$ cat src/rtl/lsm_pkg.sv
// Shared definitions for the load/store-multiple sequencer: FSM encoding,
// instruction field positions and the transfer word size.
package lsm_pkg;

   typedef enum logic [2:0] {
      ST_IDLE,
      ST_SETUP,
      ST_REQ,
      ST_WB,
      ST_DONE
   } lsm_state_t;

   localparam int IR_P_BIT    = 24;
   localparam int IR_U_BIT    = 23;
   localparam int IR_W_BIT    = 21;
   localparam int IR_L_BIT    = 20;
   localparam int IR_RN_MSB   = 19;
   localparam int IR_RN_LSB   = 16;
   localparam int IR_LIST_MSB = 15;
   localparam int LIST_W      = 16;
   localparam int WORD_BYTES  = 4;

endpackage

$ cat src/rtl/lsm_if.sv
// Control/memory/register-file signal bundle of the LDM/STM sequencer.
// ABORT exists only when LSM_MFC_TIMEOUT_EN is defined.
interface lsm_if #(parameter int ADDR_W = 32);

   logic              START;
   logic [31:0]       IR;
   logic [ADDR_W-1:0] BASE;
   logic              MFC;
   logic              BUSY;
   logic              MEM_REQ;
   logic              MEM_RW;
   logic [ADDR_W-1:0] MEM_ADDR;
   logic [3:0]        REG_NUM;
   logic              REG_WE;
   logic              WB_EN;
   logic [ADDR_W-1:0] WB_VALUE;
   logic [4:0]        LSM_COUNTER;
   logic              DONE;
`ifdef LSM_MFC_TIMEOUT_EN
   logic              ABORT;
`endif

   // The sequencer drives the memory request side, hence it is the master.
   modport master (
      input  START, IR, BASE, MFC,
      output BUSY, MEM_REQ, MEM_RW, MEM_ADDR, REG_NUM, REG_WE,
             WB_EN, WB_VALUE, LSM_COUNTER, DONE
`ifdef LSM_MFC_TIMEOUT_EN
      , output ABORT
`endif
   );

   modport slave (
      output START, IR, BASE, MFC,
      input  BUSY, MEM_REQ, MEM_RW, MEM_ADDR, REG_NUM, REG_WE,
             WB_EN, WB_VALUE, LSM_COUNTER, DONE
`ifdef LSM_MFC_TIMEOUT_EN
      , input ABORT
`endif
   );

endinterface

$ cat src/rtl/lsm_priority_enc.sv
// Lowest-set-bit encoder for the 16-bit register-list mask.
module lsm_priority_enc (
   input  logic [15:0] mask,
   output logic [3:0]  idx,
   output logic        valid
);

   // Scan high to low so the lowest set bit is the last one to win.
   always_comb begin
      idx   = '0;
      valid = 1'b0;
      for (int i = 15; i >= 0; i--) begin
         if (mask[i]) begin
            idx   = 4'(i);
            valid = 1'b1;
         end
      end
   end

endmodule

$ cat src/rtl/lsm_sequencer.sv
// LDM/STM sequencer: walks the register list lowest first, one MFC-handshaked
// word transfer per register. Optional MFC timeout: LSM_MFC_TIMEOUT_EN.
module lsm_sequencer
   import lsm_pkg::*;
#(
   parameter int ADDR_W         = 32,
   parameter int TIMEOUT_CYCLES = 16
) (
   input  logic CLK,
   input  logic RESET,
   lsm_if.master bus
);

   lsm_state_t        state_q, state_d;
   logic              p_q, u_q, w_q, l_q;
   logic [3:0]        rn_q;
   logic [LIST_W-1:0] list_q, mask_q, mask_next;
   logic [ADDR_W-1:0] base_q, addr_q, wb_value_q;
   logic [ADDR_W-1:0] four_n, start_addr;
   logic [4:0]        cnt_q, n_setup;
   logic [3:0]        enc_idx;
   logic              enc_valid;
   logic              xfer;
   logic              timeout_hit;
   logic              unused_ir;

   localparam logic [ADDR_W-1:0] WORD = ADDR_W'(WORD_BYTES);

   assign unused_ir = ^{bus.IR[31:IR_P_BIT+1], bus.IR[IR_U_BIT-1]};

   lsm_priority_enc u_enc (
      .mask  (mask_q),
      .idx   (enc_idx),
      .valid (enc_valid)
   );

   assign xfer      = (state_q == ST_REQ) && bus.MFC;
   assign mask_next = mask_q & (mask_q - LIST_W'(1));

   always_comb begin
      n_setup = '0;
      for (int i = 0; i < LIST_W; i++) begin
         n_setup = n_setup + 5'(list_q[i]);
      end
   end

   assign four_n = ADDR_W'({n_setup, 2'b00});

   // Lowest address of the block; descending modes still walk upward.
   always_comb begin
      unique case ({p_q, u_q})
         2'b01:   start_addr = base_q;
         2'b11:   start_addr = base_q + WORD;
         2'b00:   start_addr = base_q - four_n + WORD;
         default: start_addr = base_q - four_n;
      endcase
   end

`ifdef LSM_MFC_TIMEOUT_EN
   localparam int TO_W = $clog2(TIMEOUT_CYCLES + 1);

   logic [TO_W-1:0] to_cnt_q;
   logic            abort_q;

   assign timeout_hit = (state_q == ST_REQ) && !bus.MFC &&
                        (to_cnt_q == TO_W'(TIMEOUT_CYCLES - 1));

   always_ff @(posedge CLK or posedge RESET) begin
      if (RESET) begin
         to_cnt_q <= '0;
         abort_q  <= 1'b0;
      end else begin
         if ((state_q == ST_REQ) && !bus.MFC) to_cnt_q <= to_cnt_q + TO_W'(1);
         else                                 to_cnt_q <= '0;
         abort_q <= timeout_hit;
      end
   end

   assign bus.ABORT = abort_q;
`else
   localparam int unused_timeout = TIMEOUT_CYCLES;

   assign timeout_hit = 1'b0;
`endif

   always_ff @(posedge CLK or posedge RESET) begin
      if (RESET) state_q <= ST_IDLE;
      else       state_q <= state_d;
   end

   always_comb begin
      state_d = state_q;
      unique case (state_q)
         ST_IDLE:  if (bus.START) state_d = ST_SETUP;
         ST_SETUP: state_d = (n_setup != 5'd0) ? ST_REQ : ST_DONE;
         ST_REQ: begin
            if (!enc_valid)               state_d = ST_DONE;
            else if (bus.MFC) begin
               if (mask_next != '0)       state_d = ST_REQ;
               else if (w_q)              state_d = ST_WB;
               else                       state_d = ST_DONE;
            end else if (timeout_hit)     state_d = ST_DONE;
         end
         ST_WB:    state_d = ST_DONE;
         ST_DONE:  state_d = ST_IDLE;
         default:  state_d = ST_IDLE;
      endcase
   end

   always_comb begin
      bus.BUSY    = (state_q != ST_IDLE);
      bus.MEM_REQ = (state_q == ST_REQ);
      bus.REG_WE  = xfer && l_q;
      // A loaded Rn overrides the writeback value.
      bus.WB_EN   = (state_q == ST_WB) && !(l_q && list_q[rn_q]);
      bus.DONE    = (state_q == ST_DONE);
   end

   always_ff @(posedge CLK or posedge RESET) begin
      if (RESET) begin
         p_q        <= 1'b0;
         u_q        <= 1'b0;
         w_q        <= 1'b0;
         l_q        <= 1'b0;
         rn_q       <= '0;
         list_q     <= '0;
         base_q     <= '0;
         mask_q     <= '0;
         addr_q     <= '0;
         wb_value_q <= '0;
         cnt_q      <= '0;
      end else begin
         if ((state_q == ST_IDLE) && bus.START) begin
            p_q    <= bus.IR[IR_P_BIT];
            u_q    <= bus.IR[IR_U_BIT];
            w_q    <= bus.IR[IR_W_BIT];
            l_q    <= bus.IR[IR_L_BIT];
            rn_q   <= bus.IR[IR_RN_MSB:IR_RN_LSB];
            list_q <= bus.IR[IR_LIST_MSB:0];
            base_q <= bus.BASE;
         end
         if (state_q == ST_SETUP) begin
            mask_q     <= list_q;
            cnt_q      <= n_setup;
            addr_q     <= start_addr;
            wb_value_q <= u_q ? (base_q + four_n) : (base_q - four_n);
         end
         if (xfer) begin
            mask_q <= mask_next;
            addr_q <= addr_q + WORD;
            cnt_q  <= cnt_q - 5'd1;
         end
      end
   end

   assign bus.MEM_RW      = l_q;
   assign bus.MEM_ADDR    = addr_q;
   assign bus.REG_NUM     = enc_idx;
   assign bus.WB_VALUE    = wb_value_q;
   assign bus.LSM_COUNTER = cnt_q;

endmodule

$ cat src/flat_wrapper.sv
// flat-port wrapper written by rule: the top's interface ports become plain ports
module lsm_sequencer_flat import lsm_pkg::*;
#(
   parameter int ADDR_W         = 32,
   parameter int TIMEOUT_CYCLES = 16
)
  (CLK, RESET, bus_START, bus_IR, bus_BASE, bus_MFC, bus_BUSY, bus_MEM_REQ, bus_MEM_RW, bus_MEM_ADDR, bus_REG_NUM, bus_REG_WE, bus_WB_EN, bus_WB_VALUE, bus_LSM_COUNTER, bus_DONE);
  lsm_if #(.ADDR_W(ADDR_W)) bus_i ();
  input  logic CLK;
  input  logic RESET;
  input wire logic [$bits(bus_i.START)-1:0] bus_START;
  input wire logic [$bits(bus_i.IR)-1:0] bus_IR;
  input wire logic [$bits(bus_i.BASE)-1:0] bus_BASE;
  input wire logic [$bits(bus_i.MFC)-1:0] bus_MFC;
  output wire logic [$bits(bus_i.BUSY)-1:0] bus_BUSY;
  output wire logic [$bits(bus_i.MEM_REQ)-1:0] bus_MEM_REQ;
  output wire logic [$bits(bus_i.MEM_RW)-1:0] bus_MEM_RW;
  output wire logic [$bits(bus_i.MEM_ADDR)-1:0] bus_MEM_ADDR;
  output wire logic [$bits(bus_i.REG_NUM)-1:0] bus_REG_NUM;
  output wire logic [$bits(bus_i.REG_WE)-1:0] bus_REG_WE;
  output wire logic [$bits(bus_i.WB_EN)-1:0] bus_WB_EN;
  output wire logic [$bits(bus_i.WB_VALUE)-1:0] bus_WB_VALUE;
  output wire logic [$bits(bus_i.LSM_COUNTER)-1:0] bus_LSM_COUNTER;
  output wire logic [$bits(bus_i.DONE)-1:0] bus_DONE;
  assign bus_i.START = bus_START;
  assign bus_i.IR = bus_IR;
  assign bus_i.BASE = bus_BASE;
  assign bus_i.MFC = bus_MFC;
  assign bus_BUSY = bus_i.BUSY;
  assign bus_MEM_REQ = bus_i.MEM_REQ;
  assign bus_MEM_RW = bus_i.MEM_RW;
  assign bus_MEM_ADDR = bus_i.MEM_ADDR;
  assign bus_REG_NUM = bus_i.REG_NUM;
  assign bus_REG_WE = bus_i.REG_WE;
  assign bus_WB_EN = bus_i.WB_EN;
  assign bus_WB_VALUE = bus_i.WB_VALUE;
  assign bus_LSM_COUNTER = bus_i.LSM_COUNTER;
  assign bus_DONE = bus_i.DONE;
  lsm_sequencer #(.ADDR_W(ADDR_W), .TIMEOUT_CYCLES(TIMEOUT_CYCLES)) u_core (.CLK(CLK), .RESET(RESET), .bus(bus_i));
endmodule
$ cat config.mk
export PLATFORM = sky130hd
export DESIGN_NAME = lsm_sequencer_flat
export DESIGN_NICKNAME = d
export VERILOG_FILES = /design/src/rtl/lsm_pkg.sv /design/src/rtl/lsm_if.sv /design/src/rtl/lsm_priority_enc.sv /design/src/rtl/lsm_sequencer.sv /design/src/flat_wrapper.sv
export SDC_FILE = /design/constraint.sdc
export NUM_CORES = 1
export LEC_CHECK = 0
export ABC_AREA = 1
export CORE_ASPECT_RATIO = 0.8
export CORE_MARGIN = 2
export CORE_UTILIZATION = 45
export CTS_CLUSTER_SIZE = 12
export DETAILED_ROUTE_END_ITERATION = 7
export GPL_TIMING_DRIVEN = 0
export PLACE_DENSITY = 0.74
export SYNTH_ARGS = -nofsm -noshare
export SYNTH_HDL_FRONTEND = slang
export SYNTH_SLANG_ARGS = --single-unit
$ cat constraint.sdc
create_clock -name CLK -period 7.2 [get_ports CLK]
set_input_delay 2.16 -clock CLK [delete_from_list [all_inputs] [get_ports CLK]]
set_output_delay 2.16 -clock CLK [all_outputs]
set_load 0.05 [all_outputs]
== Word-level counts from Yosys, hierarchy flattened ==
Index checks and enable logic that the tools add are counted.
Widths: inputs -> output; s select.

* Register bits after elaboration: 144
* Input port bits: 68
* Output and inout port bits: 79
* Logic and storage cells: 106

* $add $sub $neg: 22
* Magnitude comparators: 1
* Equality and inequality tests: 8
* Mux-type cells: 49
* Bitwise logic cells: 1
* Reductions and logical operators: 13

{| class="wikitable"
|+ Operators by type and width
! kind !! count
|-
| $add 32x3->32 const B || 3
|-
| $mux 32 || 3
|-
| $pmux 32 s3 || 1
|-
| $add 5x1->5 || 14
|-
| $mux 4 || 16
|-
| $add 32x7->32 || 1
|-
| $mux 16 || 2
|-
| $sub 32x7->32 || 1
|-
| $mux 3 || 6
|-
| $mux 1 || 17
|-
| $and 16x16->16 || 1
|-
| $reduce_bool 16->1 || 1
|-
| $sub 16x1->16 const B || 1
|-
| $pmux 3 s4 || 1
|-
| $mux 5 || 2
|-
| $eq 3x2->1 const B || 2
|-
| $logic_and 1x1->1 || 5
|-
| $lt 4x5->1 const B || 1
|-
| $reduce_bool 5->1 || 1
|-
| $sub 5x1->5 const B || 1
|-
| $bmux 1 s4 || 1
|-
| $eq 3x1->1 const B || 1
|-
| $eq 3x3->1 const B || 1
|-
| $logic_not 3->1 || 1
|-
| other kinds (10) || 10
|}

== Logic depth before layout (Yosys ltp) ==
Gate-level depths: netlist of the first run.

* Depth in word-level cells: 20
* Gate-level depth with buffers: 35
* Depth with buffers taken out: 35

== Cells and area by module ==
From an unflattened synthesis of the first run, not the netlist that was laid out.

* Cells, all modules: 1,827
* Area, all modules: 11,981.5 um^2

{| class="wikitable"
|+ Modules (own cells, without submodules)
! module !! times used !! cells each !! area each (um^2) !! sequential area each (um^2)
|-
| lsm_sequencer || 1 || 1,778 || 11,772.5 || 3,603.5
|-
| lsm_priority_enc || 1 || 49 || 209.0 || 0.0
|}

== Worst setup path before layout of the first run ==
Ideal clock, no wire load.

* Path kind: flip-flop to flip-flop
* Start point: reg u_core.list_q[0]
* End point: reg u_core.addr_q[22], in the netlist u_core.bus.MEM_ADDR[22]
* Library setup time: 0.116 ns
* Data arrival time: 5.796 ns
* Required time: 7.084 ns
* Setup slack: 1.288 ns
* Cell stages (with the launch flop): 30
* Path buffers: 0
* Period minus slack after synthesis: 5.912 ns
* Cell sequence: dfrtp_1 -> ha_1 -> inv_1 -> fa_1 -> inv_1 -> fa_1 -> fa_1 -> inv_1 -> fa_1 -> fa_1 -> fa_1 -> inv_1 -> fa_1 -> o21ai_2 -> ha_1 -> inv_1 -> nor2_1 -> nand3_1 -> nor2_2 -> nand3_1 -> nor2_2 -> nand2_4 -> nor2_8 -> nand3_1 -> nand3_1 -> nand2_1 -> nand2_1 -> nand2_1 -> nand2_1 -> nand2_1

* Cells in the longest elaborated chain, start to end: 20

{| class="wikitable"
|+ Ends and longest elaborated chain
! element !! line !! source
|-
| start, declared || lsm_sequencer.sv:17 || <nowiki>logic [LIST_W-1:0] list_q, mask_q, mask_next;</nowiki>
|-
| start signal, assigned || lsm_sequencer.sv:139 || <nowiki>list_q <= bus.IR[IR_LIST_MSB:0];</nowiki>
|-
| $add 1x1->2 * || lsm_sequencer.sv:43 || <nowiki>n_setup = n_setup + 5'(list_q[i]);</nowiki>
|-
| $add 5x1->5 * (14 in series) || lsm_sequencer.sv:43 ||
|-
| $sub 32x7->32 * || lsm_sequencer.sv:54, lsm_sequencer.sv:55 ||
|-
| $add 32x3->32 || lsm_sequencer.sv:54 || <nowiki>2'b00: start_addr = base_q - four_n + WORD;</nowiki>
|-
| $pmux 32 s3 * || lsm_sequencer.sv:51 || <nowiki>unique case ({p_q, u_q})</nowiki>
|-
| $mux 32 * || lsm_sequencer.sv:142 || <nowiki>if (state_q == ST_SETUP) begin</nowiki>
|-
| $mux 32 * || lsm_sequencer.sv:148 || <nowiki>if (xfer) begin</nowiki>
|-
| end signal, assigned || lsm_sequencer.sv:145 || <nowiki>addr_q <= start_addr;</nowiki>
|-
| end signal, assigned || lsm_sequencer.sv:150 || <nowiki>addr_q <= addr_q + WORD;</nowiki>
|-
| end, declared || lsm_sequencer.sv:18 || <nowiki>logic [ADDR_W-1:0] base_q, addr_q, wb_value_q;</nowiki>
|}

Mark *: on every way between the ends. The rest lies on a longest branch, timed or not. The select of a mux whose other input is x is not followed.
A chain may end at the register's enable or synchronous reset.

== Worst setup path after layout of the first run ==
* Start point: in bus_MFC
* End point: out bus_REG_WE

* Cells in the longest elaborated chain, start to end: 2

{| class="wikitable"
|+ Ends and longest elaborated chain
! element !! line !! source
|-
| start, declared || flat_wrapper.sv:14 || <nowiki>input wire logic [$bits(bus_i.MFC)-1:0] bus_MFC;</nowiki>
|-
| $logic_and 1x1->1 || lsm_sequencer.sv:37 || <nowiki>assign xfer = (state_q == ST_REQ) && bus.MFC;</nowiki>
|-
| $logic_and 1x1->1 || lsm_sequencer.sv:113 || <nowiki>bus.REG_WE = xfer && l_q;</nowiki>
|-
| end, declared || flat_wrapper.sv:20 || <nowiki>output wire logic [$bits(bus_i.REG_WE)-1:0] bus_REG_WE;</nowiki>
|}

No other way between the ends.

==> results of run 1 <==
[per-stage QoR]
| stage | hold slack [ns] | setup WS (ns) | TNS, ns |
|---|---|---|---|
| after CTS | 0.489 | 0.0494 | 0 |
| after global placement | 0.469 | -1.05 | -147.96 |
| final | 0.486 | 0.286 | 0 |
| after floorplan | 0.455 | 1.17 | 0 |
| after global routing | 0.500 | 0.0136 | 0 |
| after detailed placement | 0.465 | 0.0553 | 0 |
[flip-flops by register name, indices dropped and copies added (netlist names), 3 cells and up]
signal,flops
u_core.base_q,32
u_core.bus.MEM_ADDR,32
u_core.bus.WB_VALUE,32
u_core.list_q,16
u_core.mask_q,16
u_core.bus.LSM_COUNTER,5
u_core.rn_q,4
u_core.state_q,3
[cells in the final DEF, fill, tap and decap left out, drive strengths merged, types with 3 or more instances in the layout]
cell type | Yosys | layout
a21boi | 5 | 5
a21o | 3 | 3
a21oi | 161 | 161
a221oi | 3 | 3
a31oi | 21 | 21
and2 | 3 | 3
buf | 19 | 20
clkbuf | 50 | 70
clkdlybuf4s50 | 0 | 138
clkinv | 3 | 9
dfrtp | 144 | 144
fa | 12 | 12
ha | 20 | 20
inv | 223 | 224
mux2 | 7 | 7
nand2 | 477 | 477
nand3 | 146 | 146
nand4 | 50 | 50
nor2 | 258 | 258
nor3 | 24 | 24
nor4 | 15 | 15
o211ai | 13 | 13
o21ai | 91 | 91
o221ai | 15 | 15
o22ai | 5 | 5
o311ai | 4 | 4
xor2 | 20 | 20
[worst paths after layout]
path	to	slack, ns
worst max-delay path	bus_REG_WE	0.29
worst min-delay path	u_core.bus.WB_VALUE[22]	0.49
worst max register to register	u_core.bus.WB_VALUE[29]	0.33
worst min register to register	u_core.bus.WB_VALUE[22]	0.49
max in group asynchronous	u_core.bus.MEM_ADDR[26]	4.20
min in group asynchronous	u_core.w_q	2.17
[kinds of logic (layout without fill, tap and decap cells)]
kind of cell | Yosys count | after routing | synth area share [%]
fa+ha+maj | 32 | 32 | 4.12
buf+inv | 295 | 464 | 9.68
compound gates | 327 | 327 | 15.6
simple gates | 980 | 980 | 38.1
flops | 144 | 144 | 30.2
mux | 7 | 7 | 0.662
xor+xnor | 22 | 22 | 1.62
[layer usage]
layer / track usage, % / vias to the layer above
met2: 49.2 / 759
met5: 0 / -
met4: 8.98 / 0
met1: 51.0 / 6301
met3: 8.15 / 69
li1: - / 6273
[critical path, cell delays in order]
cell and delay (ns):
sky130_fd_sc_hd__clkdlybuf4s50_1 0.48, sky130_fd_sc_hd__inv_1 0.05, sky130_fd_sc_hd__nor2_2 0.53, sky130_fd_sc_hd__inv_1 0.18
sky130_fd_sc_hd__clkbuf_1 0.34, sky130_fd_sc_hd__nor2_1 0.18, sky130_fd_sc_hd__clkdlybuf4s50_1 0.82
[area by class of cell]
| type | count | area (um2) |
|---|---|---|
| plain buffers | 69 | 299 |
| flip-flops and latches | 144 | 3600 |
| clock buffers | 20 | 467 |
| fillers | 2616 | 11800 |
| well taps | 357 | 447 |
| repair buffers | 139 | 1410 |
| clock inverters | 10 | 87.6 |
| inverters | 226 | 860 |
| multi-input cells | 1368 | 7160 |
==> reports/qor.yml, run 1 <==
outcome:
  run_status: "completed"
detailed_routing:
  route.layer.met1.wl_um: 21200
  maxUsedRoutingLayer: "met4"
  final_antenna_net_count: 0
  vias_per_cell: 5.74
  dr_total_vias: 13402
  met3WireLength_um: 5190
  routed_wire_length_per_instance_um: 19.9
  detailedRoute.firstIterationViolations: 1677
  drt_pass1_iterations: 5
  drcViolationCount: 0
  met2RoutedLength_um: 19000
  drt_wl_total_um: 46400
synthesis:
  yosysWarnings: 0
  syn-num-nets: 1907
  ys_top_cells_by_count: "sky130_fd_sc_hd__nand2_1 (439), sky130_fd_sc_hd__nor2_1 (221), sky130_fd_sc_hd__inv_1 (191), sky130_fd_sc_hd__a21oi_1 (155), sky130_fd_sc_hd__dfrtp_1 (144)"
  share_of_async_settable_or_async_resettable_flops_after_synthesis_pct: 100
  synth_enable_flop_cells: 0
  synthDistinctLibCells: 57
  syn-mean-instance-area_um2: 6.59
  post-synth-top-count-cell: "sky130_fd_sc_hd__nand2_1"
  yosys-top-cells-area: "sky130_fd_sc_hd__dfrtp_1 (30%), sky130_fd_sc_hd__nand2_1 (14%), sky130_fd_sc_hd__nor2_1 (7.0%), sky130_fd_sc_hd__a21oi_1 (6.5%), sky130_fd_sc_hd__inv_1 (6.0%)"
  register_area_share_after_synthesis_pct: 30.2
  post-synth-top-area-cell: "sky130_fd_sc_hd__dfrtp_1"
  top_ff_cell_synth: "sky130_fd_sc_hd__dfrtp_1"
  post-synth-top-area-fraction_pct: 30.2
  number_of_standard_cells_after_synthesis: 1807
  synth-seq-cells: 144
  synth_area_um2: 11900
sta:
  period_utilization_pct: 96.0
  slew-limit-headroom_pct: 39.2
  clock.fmax_mhz: 145
  final-setup-viol-count: 0
  tightest_slew_ns: 0.912
  unrepaired_setup_endpoints_after_global_routing: "no"
  final_hold_vio_count: 0
  maxSlewViolCount: 0
  fin_skew_ns: 0.0129
  finalCriticalPeriod_ns: 6.91
min_path:
  min-delay-path-class: "register to register"
  timing.hold.worst_path_depth: 2
  worst_min_delay_path_startpoint: "u_core.bus.WB_VALUE[22]"
setup_path:
  worst_setup_path_end_kind: "primary output"
  critical_path.reg2reg.startpoint: "u_core.list_q[0]"
  critPathLaunchType: "input pin"
  path_class: "input pin to primary output"
  r2r_cells: 27
  crit_path_max_fanout: 10
  critical_path_required_ns: 5.04
  cp_data_arrival_time_ns: 4.75
  cp-startpoint: "bus_MFC"
final_layout:
  design_area_um2: 14300
  antenna_cells: 0
  final_net_count: 2065
  area_delta_synth_final_pct: 20.3
  instances_no_fill: 2333
  fraction_of_layout_instances_using_a_drive_strength_above_1_pct: 9.82
  layout.core_utilization_pct: 54.9
global_route:
  globalRouteOverflowTotal: 0
  grt_max_degree: 82
  antenna_found_initial: 0
  grtUsageTotal_pct: 34.2
  grt_pass1_wl_um: 71100
  grt_pass1_vias: 12308
placed_design:
  place_congestion: 0.963
  dpl.hpwl_um: 36800
  port_buf_inserts: 138
  dpl-instance-area_um2: 13800
  dpl.cell_count: 2303
clock_tree:
  cts_num_sinks: 144
  cts_setup_buffers: 0
  clk_pin_slew_ns: 0.06
  cts_tree: "yes"
  post_cts_hold_buffer_count: 0
  level_count_of_the_clock_h_tree: 4
  cts_buffers: 17
  clk-insertion-delay-late_ns: 0.45
  ctsRootBufferMaster: "sky130_fd_sc_hd__clkbuf_16"
  post_cts.resized_instances: 0
  maximum_number_of_buffers_from_clock_root_to_sink: 2
die:
  initial_util_pct: 45.6
  ioPinCount: 147
  core.rowCount: 53
  die_width_um: 186
  fp.dieArea_um2: 27800
  chipHeight_um: 150
  floorplan.core_area_um2: 26100
flow_run:
  max_cap_viol_count: 0
Power of run 1 is not shown: default switching activity piles up to over one toggle a cycle in this logic, so the estimate is an artifact.
==> run 2: changes to the inputs <==
--- a/config.mk
+++ b/config.mk
@@ -11,7 +11,6 @@
 export CORE_UTILIZATION = 45
 export CTS_CLUSTER_SIZE = 12
 export DETAILED_ROUTE_END_ITERATION = 7
-export GPL_TIMING_DRIVEN = 0
 export PLACE_DENSITY = 0.74
 export SYNTH_ARGS = -nofsm -noshare
 export SYNTH_HDL_FRONTEND = slang
==> reports/qor.yml, run 2 (same netlist as run 1, synthesis figures left out) <==
outcome:
  run_status: "completed"
setup_path:
  cp_slowest_stage_delay_ns: 0.52
  crit_path_max_fanout: 5
  critical_path_required_ns: 7.52
  cp_data_arrival_time_ns: 7.18
  critical_path.reg2reg.startpoint: "u_core.list_q[0]"
  critPathLaunchType: "register"
  r2r-end: "u_core.bus.WB_VALUE[29]"
  path_delay_family: "adder cells"
  worst_setup_path_end_kind: "register"
  path_class: "register to register"
  r2r_cells: 27
  setup.reg_to_reg.worst_slack_ns: 0.34
  crit_slowest_cell: "sky130_fd_sc_hd__fa_1"
  path_buf_inv: 5
final_layout:
  instances_no_fill: 2279
  final_common_cell: "sky130_fd_sc_hd__nand2_1"
  final_net_count: 2009
  fraction_of_layout_instances_using_a_drive_strength_above_1_pct: 10.2
  area_delta_synth_final_pct: 19.4
  design_area_um2: 14200
  nFillCells: 2538
  highest_count_cells_in_the_layout_ignoring_fill_and_taps: "sky130_fd_sc_hd__nand2_1 (438), sky130_fd_sc_hd__nor2_1 (220), sky130_fd_sc_hd__inv_1 (190)"
  antenna_cells: 0
sta:
  final-setup-viol-count: 0
  tightest_slew_ns: 1.05
  maxSlewViolCount: 0
  fin_skew_ns: 0.0188
  slew-limit-headroom_pct: 30.1
  final_hold_vio_count: 0
  unrepaired_setup_endpoints_after_global_routing: "no"
  finalCriticalPeriod_ns: 6.86
  clock.fmax_mhz: 146
  period_utilization_pct: 95.2
  final.setup.tns_ns: 0
clock_tree:
  level_count_of_the_clock_h_tree: 4
  cts_num_sinks: 144
  post_cts.resized_instances: 0
  cts_buffers: 17
  clk_pin_slew_ns: 0.07
  clk-insertion-delay-late_ns: 0.45
  post_cts_hold_buffer_count: 0
  ctsRootBufferMaster: "sky130_fd_sc_hd__clkbuf_16"
  maximum_number_of_buffers_from_clock_root_to_sink: 2
  cts_setup_buffers: 0
  cts_tree: "yes"
global_route:
  antenna_found_initial: 0
  globalRouteMet1Util_pct: 48.2
  grt-busiest-layer: "met1"
  grt_pass1_wl_um: 65900
  globalRouteMet2Util_pct: 42.8
  grtUsageTotal_pct: 31.0
  grt_max_degree: 105
  globalRouteOverflowTotal: 0
  globalRouteMet3Util_pct: 7.67
  grt_pass1_vias: 11744
min_path:
  min-delay-path-class: "register to register"
  worst_min_delay_path_startpoint: "u_core.base_q[1]"
  timing.hold.worst_path_depth: 2
  timing.hold.worst_endpoint: "u_core.bus.MEM_ADDR[1]"
detailed_routing:
  final_antenna_net_count: 0
  dr_total_vias: 12840
  detailedRoute.firstIterationViolations: 1615
  drt_wl_total_um: 42000
  vias_per_cell: 5.63
  drt_pass1_iterations: 5
  drcViolationCount: 0
  routed_wire_length_per_instance_um: 18.4
die:
  core.rowCount: 53
  chipHeight_um: 150
  die_width_um: 186
  floorplan.core_area_um2: 26100
  fp.dieArea_um2: 27800
  ioPinCount: 147
  initial_util_pct: 45.6
placed_design:
  dpl.hpwl_um: 31300
  port_buf_inserts: 138
  dpl-instance-area_um2: 13600
  dpl.cell_count: 2247
  place_congestion: 1.01
flow_run:
  max_cap_viol_count: 0
## run 2: area by class of cell
| cell class | instances | area (um2) | area share (%) |
|---|---|---|---|
| clock buffer | 18 | 439 | 3.09 |
| timing repair buffer | 152 | 1500 | 10.5 |
| multi-input combinational | 1368 | 7180 | 50.5 |
| tap | 357 | 447 | 3.14 |
| clock inverter | 14 | 200 | 1.41 |
| sequential | 144 | 3600 | 25.3 |
| inverter | 226 | 860 | 6.04 |
## run 2: how the worst max path moves through the flow
| stage | start | to | slack, ns | cells after the start |
|---|---|---|---|---|
| floorplan | RESET | u_core.base_q[0] | 1.17 | 1 |
| global placement | u_core.list_q[0] | u_core.bus.WB_VALUE[21] | 0.62 | 27 |
| detailed placement | u_core.list_q[0] | u_core.bus.WB_VALUE[29] | 0.48 | 27 |
| CTS | u_core.list_q[0] | u_core.bus.WB_VALUE[29] | 0.45 | 27 |
| global route | u_core.list_q[0] | u_core.bus.MEM_ADDR[25] | 0.06 | 31 |
| finish | u_core.list_q[0] | u_core.bus.WB_VALUE[29] | 0.34 | 27 |
## run 2: metrics by stage
| stage | setup WS [ns] | utilization (%) | hold WS [ns] |
|---|---|---|---|
| 4_1_cts | 0.455 | 54.4 | 0.482 |
| 3_3_place_gp | 0.623 | 52.0 | 0.468 |
| 6_report | 0.342 | 54.4 | 0.479 |
| 3_5_place_dp | 0.482 | 52.0 | 0.465 |
| 5_1_grt | 0.0573 | 54.4 | 0.513 |
| 2_1_floorplan | 1.17 | - | 0.455 |
## run 2: per-layer routing
metal | vias up | part of all wire, %
met5 | - | 0
met4 | 0 | 1.4
met3 | 42 | 11
met2 | 666 | 40
met1 | 5975 | 48
li1 | 6157 | -
## run 2: worst register-to-register path, cell delays in order, from the launching register on
cell and delay [ns]:
sky130_fd_sc_hd__dfrtp_1 0.40, sky130_fd_sc_hd__ha_1 0.28, sky130_fd_sc_hd__inv_1 0.05, sky130_fd_sc_hd__fa_1 0.48, sky130_fd_sc_hd__inv_1 0.05, sky130_fd_sc_hd__fa_1 0.48, sky130_fd_sc_hd__fa_1 0.52, sky130_fd_sc_hd__inv_1 0.07
sky130_fd_sc_hd__fa_1 0.45, sky130_fd_sc_hd__fa_1 0.44, sky130_fd_sc_hd__fa_1 0.42, sky130_fd_sc_hd__nand2_2 0.14, sky130_fd_sc_hd__nand2_1 0.20, sky130_fd_sc_hd__ha_1 0.45, sky130_fd_sc_hd__inv_2 0.08, sky130_fd_sc_hd__nor2_1 0.15
sky130_fd_sc_hd__nor2_1 0.08, sky130_fd_sc_hd__nor2_1 0.14, sky130_fd_sc_hd__nor2_1 0.06, sky130_fd_sc_hd__o21ai_1 0.30, sky130_fd_sc_hd__inv_1 0.22, sky130_fd_sc_hd__nor3_2 0.26, sky130_fd_sc_hd__nand2_1 0.14, sky130_fd_sc_hd__nor2_1 0.31
sky130_fd_sc_hd__nand4_1 0.16, sky130_fd_sc_hd__xor2_1 0.17, sky130_fd_sc_hd__a21oi_1 0.20, sky130_fd_sc_hd__nor2_1 0.08
Power of run 2 is left out for the same reason.
==> run 3: changes to the inputs <==
--- a/config.mk
+++ b/config.mk
@@ -11,7 +11,7 @@
 export CORE_UTILIZATION = 45
 export CTS_CLUSTER_SIZE = 12
 export DETAILED_ROUTE_END_ITERATION = 7
-export PLACE_DENSITY = 0.74
+export PLACE_DENSITY = 0.76
 export SYNTH_ARGS = -nofsm -noshare
 export SYNTH_HDL_FRONTEND = slang
 export SYNTH_SLANG_ARGS = --single-unit
==> constraint.sdc (replaced) <==
create_clock -name CLK -period 5.5 [get_ports CLK]
set_input_delay 1.65 -clock CLK [delete_from_list [all_inputs] [get_ports CLK]]
set_output_delay 1.65 -clock CLK [all_outputs]
set_load 0.05 [all_outputs]
==> reports/qor.yml, run 3 (same netlist as run 1, synthesis figures left out) <==
setup_path:
  cp-startpoint: "u_core.list_q[0]"
  path_class: "register to register"
  critical_path_required_ns: 5.88
  critPathLaunchType: "register"
  path_buf_inv: 10
  cp_slowest_stage_delay_ns: 0.58
  crit_path_max_fanout: 4
  worst_setup_path_end_kind: "register"
  cp_data_arrival_time_ns: 6.60
  path_delay_family: "adder cells"
  crit_slowest_cell: "sky130_fd_sc_hd__fa_2"
  critical_path.reg2reg.startpoint: "u_core.list_q[0]"
die:
  initial_util_pct: 45.6
  die_width_um: 186
  floorplan.core_area_um2: 26100
  fp.dieArea_um2: 27800
  core.rowCount: 53
  ioPinCount: 147
  chipHeight_um: 150
sta:
  setup_slack_ns: -0.717
  tightest_slew_ns: 0.917
  fin_skew_ns: 0.0193
  final_hold_vio_count: 0
  slew-limit-headroom_pct: 38.8
  maxSlewViolCount: 0
  finalCriticalPeriod_ns: 6.22
  clock.fmax_mhz: 161
  unrepaired_setup_endpoints_after_global_routing: "yes"
  period_utilization_pct: 113
  final-setup-viol-count: 52
final_layout:
  instances_no_fill: 2451
  area_delta_synth_final_pct: 37.7
  highest_count_cells_in_the_layout_ignoring_fill_and_taps: "sky130_fd_sc_hd__nand2_1 (390), sky130_fd_sc_hd__nor2_1 (197), sky130_fd_sc_hd__inv_1 (179)"
  design_area_um2: 16400
  fraction_of_layout_instances_using_a_drive_strength_above_1_pct: 24.7
  final_common_cell: "sky130_fd_sc_hd__nand2_1"
  nFillCells: 2263
  multi_input_area_um2: 8030
  area.sequential_um2: 3600
  final_net_count: 2181
placed_design:
  dpl-instance-area_um2: 14700
  dpl.cell_count: 2376
  dpl.hpwl_um: 32400
  place_congestion: 1.01
  port_buf_inserts: 138
detailed_routing:
  dr_total_vias: 14163
  drt_pass1_iterations: 6
  routed_wire_length_per_instance_um: 18.8
  drt_wl_total_um: 46000
  vias_per_cell: 5.78
  detailedRoute.firstIterationViolations: 1947
  drcViolationCount: 0
  final_antenna_net_count: 0
clock_tree:
  clk-insertion-delay-late_ns: 0.46
  cts_num_sinks: 144
  clk_pin_slew_ns: 0.07
  ctsRootBufferMaster: "sky130_fd_sc_hd__clkbuf_16"
  maximum_number_of_buffers_from_clock_root_to_sink: 2
  cts_buffers: 17
  level_count_of_the_clock_h_tree: 4
  cts_tree: "yes"
min_path:
  worst_min_delay_path_startpoint: "u_core.bus.WB_VALUE[31]"
  min-delay-path-class: "register to register"
global_route:
  globalRouteOverflowTotal: 0
  antenna_found_initial: 1
  grt_max_degree: 145
  grt_pass1_wl_um: 70400
  grtUsageTotal_pct: 32.8
  grt_pass1_vias: 13001
outcome:
  run_status: "complete, but fails checks"
  failed_checks: "setup timing"
flow_run:
  max_cap_viol_count: 0
-- run 3: what timing repair did --
item	CTS	global route
setup buffers	24	30
resized for setup	65	150
gates cloned	0	1
setup endpoints to repair	50	54
hold buffers	0	0
pin swaps	19	83
-- run 3: worst paths after layout --
check	to	slack (ns)	cells after the start
max in group asynchronous	u_core.bus.MEM_ADDR[22]	3.14	3
min in group asynchronous	u_core.state_q[0]	1.78	3
worst max register to register	u_core.bus.MEM_ADDR[30]	-0.72	29
worst min-delay path	u_core.bus.WB_VALUE[31]	0.48	2
worst min register to register	u_core.bus.WB_VALUE[31]	0.48	2
worst max-delay path	u_core.bus.MEM_ADDR[30]	-0.72	29
-- run 3: metrics by stage --
| stage | setup TNS [ns] | utilization (%) | worst slack (ns) | hold WS [ns] |
|---|---|---|---|---|
| floorplan | -1.97 | - | -0.252 | 0.455 |
| global placement | -15.81 | 56.2 | -0.600 | 0.469 |
| detailed placement | -20.48 | 56.2 | -0.669 | 0.464 |
| CTS | -20.51 | 60.0 | -0.583 | 0.488 |
| global route | -37.05 | 62.8 | -0.940 | 0.504 |
| finish | -25.21 | 62.8 | -0.717 | 0.476 |
-- run 3: area by class of cell --
cell class | count | share of cell area (%)
clock buffers | 19 | 2.70
well taps | 357 | 2.72
flip-flops and latches | 144 | 22.0
repair buffers | 323 | 17.4
inverters | 226 | 5.30
multi-input cells | 1369 | 49.0
diodes | 1 | 0.0153
clock inverters | 12 | 0.969
-- run 3: worst min-delay path, stage by stage (launching register included) --
cell	delay, ns
sky130_fd_sc_hd__dfrtp_1	0.34
sky130_fd_sc_hd__nand2_1	0.05
sky130_fd_sc_hd__nand2_1	0.05
-- run 3: per-layer routing --
metal | vias up | wire (um) | track usage (%)
li1 | 6507 | - | -
met5 | - | 0 | 0
met2 | 895 | 19100 | 46.7
met4 | 0 | 1240 | 9.96
met1 | 6642 | 19900 | 49.0
met3 | 119 | 5720 | 7.37
Power of run 3 is left out for the same reason.
